$ cat src/rtl/audio_fir_decim.sv
`default_nettype none
// ============================================================================
// audio_fir_decim : sequential Q10 FIR low-pass filter with integer decimation
// Revision 1.0 : initial release
// ============================================================================
module audio_fir_decim #(
  parameter int DATA_WIDTH = 32,
  parameter int TAPS       = 32,
  parameter int DECIM      = 8,
  parameter logic [TAPS*DATA_WIDTH-1:0] COEFFS = {TAPS{DATA_WIDTH'(32)}}
) (
  input  logic                  clk,
  input  logic                  rst,
  input  logic [DATA_WIDTH-1:0] x_in,
  input  logic                  x_empty,
  output logic                  x_rd_en,
  output logic [DATA_WIDTH-1:0] y_out,
  input  logic                  y_full,
  output logic                  y_wr_en
);

  localparam int TAP_W = (TAPS > 1) ? $clog2(TAPS) : 1;
  localparam int CNT_W = $clog2(DECIM + 1);
  localparam int FRAC  = 10;

  typedef enum logic [1:0] {
    READ  = 2'd0,
    MAC   = 2'd1,
    WRITE = 2'd2
  } state_t;

  state_t                        state;
  logic [CNT_W-1:0]              count;
  logic [TAP_W-1:0]              tap;
  logic signed [DATA_WIDTH-1:0]  dline [TAPS];
  logic signed [DATA_WIDTH-1:0]  coef  [TAPS];
  logic signed [DATA_WIDTH-1:0]  acc;
  logic signed [DATA_WIDTH-1:0]  prod;
  logic signed [DATA_WIDTH-1:0]  term;

  generate
    for (genvar k = 0; k < TAPS; k++) begin : g_coef
      assign coef[k] = $signed(COEFFS[k*DATA_WIDTH +: DATA_WIDTH]);
    end
  endgenerate

  // Product is kept at DATA_WIDTH bits, then floored per tap by the arithmetic shift.
  always_comb begin
    prod = coef[tap] * dline[tap];
    term = prod >>> FRAC;
  end

  assign x_rd_en = !rst && (state == READ)  && !x_empty;
  assign y_wr_en = !rst && (state == WRITE) && !y_full;

  always_ff @(posedge clk or posedge rst) begin
    if (rst) begin
      state <= READ;
      count <= '0;
      tap   <= '0;
      acc   <= '0;
      y_out <= '0;
      for (int k = 0; k < TAPS; k++) dline[k] <= '0;
    end else begin
      case (state)
        READ: begin
          if (!x_empty) begin
            for (int k = 1; k < TAPS; k++) dline[k] <= dline[k-1];
            dline[0] <= $signed(x_in);
            if (count == CNT_W'(DECIM - 1)) begin
              count <= '0;
              acc   <= '0;
              tap   <= '0;
              state <= MAC;
            end else begin
              count <= count + 1'b1;
            end
          end
        end
        MAC: begin
          acc <= acc + term;
          if (tap == TAP_W'(TAPS - 1)) begin
            y_out <= acc + term;
            state <= WRITE;
          end else begin
            tap <= tap + 1'b1;
          end
        end
        WRITE: begin
          if (!y_full) state <= READ;
        end
        default: state <= READ;
      endcase
    end
  end

endmodule
`default_nettype wire

$ cat config.mk
export PLATFORM = sky130hd
export DESIGN_NAME = audio_fir_decim
export DESIGN_NICKNAME = d
export VERILOG_FILES = /design/src/rtl/audio_fir_decim.sv
export SDC_FILE = /design/constraint.sdc
export NUM_CORES = 2
export LEC_CHECK = 0
export BUFFER_PORTS_ARGS = -buffer_cell sky130_fd_sc_hd__buf_2
export CAP_MARGIN = 20
export CORE_ASPECT_RATIO = 0.75
export CORE_MARGIN = 4
export CORE_UTILIZATION = 50
export DETAILED_ROUTE_END_ITERATION = 8
export PLACE_DENSITY_LB_ADDON = 0.12
export SLEW_MARGIN = 20
export SYNTH_ARGS = -nofsm -noshare
export SYNTH_HDL_FRONTEND = slang
export SYNTH_SLANG_ARGS = --single-unit
$ cat constraint.sdc
create_clock -name clk -period 82.3 [get_ports clk]
set_input_delay 20.575 -clock clk [delete_from_list [all_inputs] [get_ports clk]]
set_output_delay 20.575 -clock clk [all_outputs]
set_load 0.01 [all_outputs]
==> flow_summary.ini <==
[status]
status = completed

[setup_path]
end_kind = primary output
reg2reg_slack_ns = 76.13
critPathKind = primary input to primary output
cp_max_fo = 60
critPathLaunchType = primary input
rr_worst_depth = 13
cp_data_arrival_time_ns = 21.58
critPathRequiredTime_ns = 61.72
regToRegEndpoint = y_out[17]
reg2reg_from = tap[1]

[cts]
cts_resized = 0
numCtsBuffers = 77
clock_path_buffers = 3
path_clk_slew_ns = 0.06
cts_tree = yes
cts.sinks = 779
postCtsSetupBuffers = 0
clkLatencyLatePin_ns = 0.63
clockRootBuffer = clkbuf_16
htreeDepth = 3
cts_hold_buf = 0

[worst_hold_path]
hold_end = dline[19]
hold_path.startpoint = dline[19]
hold_depth = 2
hold_path.class = flop to flop

[finish]
syn_to_final_growth_pct = 9.86
final_util = 0.554
stdcell_count = 4743
n_antenna_cell = 0
nFillCells = 6264
nets = 3798
drive_gt1_frac = 0.124

[yosys]
syn-num-nets = 3861
synthArstFlopShare = 1.00
yosys.area.top_type = dfrtp_1
yosysMostFrequentCell = nand2_1
synth_edf_count = 0
yosys-top-cells-area = dfrtp_1, nand2_1, mux4_2
avgSynthCellArea_um2 = 9.55
netlist_instances = 3790
synth.cell_area_um2 = 36200
synthFlopType = dfrtp_1
yosysUniqueCellTypes = 54
yosysWarnings = 0
synth_top_area_frac = 0.539
ys_seq_area_frac = 0.539
synth.top_cells.by_count = nand2_1, dfrtp_1, mux4_2
synth_seq_cells = 779

[timing]
rsz0062_at_grt = false
finalSetupTns_ns = 0
slew_headroom = 0.217
min_period_over_period = 0.512
layout_min_cycle_time_ns = 42.16
hold_viol_final = 0
setup_ws_ns = 40.14
worst_slew_pin_slew_ns = 1.17
setup-violations-final = 0
clock_skew_ns = 0.0250
slew_viol_final = 0
max_freq_mhz = 23.7

[detailed_routing]
wl_um = 75700
first_pass_iters = 5
post_drt_wl_per_cell_um = 16.0
met1Wirelength_um = 38700
wl_met2_um = 32500
viasPerCell = 5.24
met3WireLength_um = 3050
vias = 24900
top_layer_used = met4
drt_iter0_drc = 2275
postRouteAntennaNets = 0
drc_errors = 0

[power_and_ir_drop]
peakVddDrop_mv = 0.0287
p_per_area_nw_per_um2 = 36.8
cellLeakagePower_nw = 20.9

[floorplan]
core.rowCount = 85
ios = 70
die-area_um2 = 76800
die_w_um = 319
initial_core_util = 0.504
die_y_um = 241
core-area_um2 = 71800

[place]
place.detailed.instances = 4605
dpl.hpwl_um = 42400
gp_congestion = 0.830
dp_slack_ns = 40.12
port_buffers = 59

[grt]
grt_max_degree = 239
grt.total_usage = 0.201
grt_remaining_overflow = 0
antenna_found_initial = 1
grt_pass1_vias = 23800
grt_pass1_wl_um = 128000

[run]
timing.max_cap.violations = 0
how the worst max path moves through the flow:
| stage | from | to | slack, ns | cells after the start |
|---|---|---|---|---|
| 2_1_floorplan | rst | acc[0] | 39.86 | 1 |
| 3_3_place_gp | x_empty | x_rd_en | 40.12 | 4 |
| 3_5_place_dp | x_empty | x_rd_en | 40.12 | 4 |
| 4_1_cts | x_empty | x_rd_en | 40.12 | 4 |
| 5_1_grt | x_empty | x_rd_en | 40.04 | 4 |
| 6_report | x_empty | x_rd_en | 40.14 | 4 |
kinds of logic (layout without fill, tap and decap cells):
logic type | count (synthesis) | in the layout | synth area share
AO/OA/AOI/OAI | 164 | 164 | 0.0287
XOR/XNOR | 28 | 28 | 0.00678
adder cells (fa/ha/maj) | 35 | 35 | 0.0123
buffers and inverters | 244 | 240 | 0.0263
flip-flops | 779 | 779 | 0.539
multiplexers | 248 | 248 | 0.146
AND/OR/NAND/NOR | 2292 | 2292 | 0.241
area by class of cell:
type / instances / area (um2) / share of cell area
well taps: 957 / 1200 / 0.0301
flip-flops and latches: 779 / 19500 / 0.491
repair buffers: 90 / 603 / 0.0152
clock inverters: 24 / 357 / 0.00897
clock buffers: 114 / 2280 / 0.0573
multi-input cells: 2767 / 15800 / 0.396
inverters: 12 / 52.6 / 0.00132
registers in the layout, indices dropped and copies added, names as in the netlist:
signal,cells
dline,704
state,2
tap,5
count,4
y_out,32
acc,32
placed cells by master (no fill, tap or decap), drive strengths merged, types with 5 or more instances in the layout:
master     n
a21o      18
a21oi     32
a22o      12
a31oi      5
and3       6
buf       90
bufinv     8
clkbuf   114
clkinv    11
dfrtp    779
ha        34
inv       16
mux2      26
mux4     220
nand2   2204
nand3     14
nand4     10
nor2      27
nor3      10
o21ai     57
o31ai      7
xnor2     20
xor2       8
critical path, cell delays in order:
cell    delay (ns)
buf_2         0.12
or3_4         0.59
nor2_1        0.16
buf_2         0.14
per-layer routing:
| metal | global-route usage | vias to the layer above |
|---|---|---|
| met5 | 0 | - |
| met4 | 0.0465 | 0 |
| met3 | 0.0329 | 95 |
| met2 | 0.293 | 387 |
| met1 | 0.319 | 12200 |
| li1 | - | 12200 |
where the power goes:
group	switching (mW)	leakage, nW	internal (mW)
registers	0.0816	10.6	0.479
clock network	0.149	1.30	0.218
logic	0.316	8.97	0.217
per-stage QoR:
stage	area, um2	power [mW]	hold slack (ns)
global placement	37100	1.10	0.453
finish	39800	1.46	0.467
CTS	39800	1.48	0.472
floorplan	36200	0.959	0.441
global route	39800	1.56	0.495
detailed placement	37100	1.10	0.457
(Power assumes the default switching activity.)
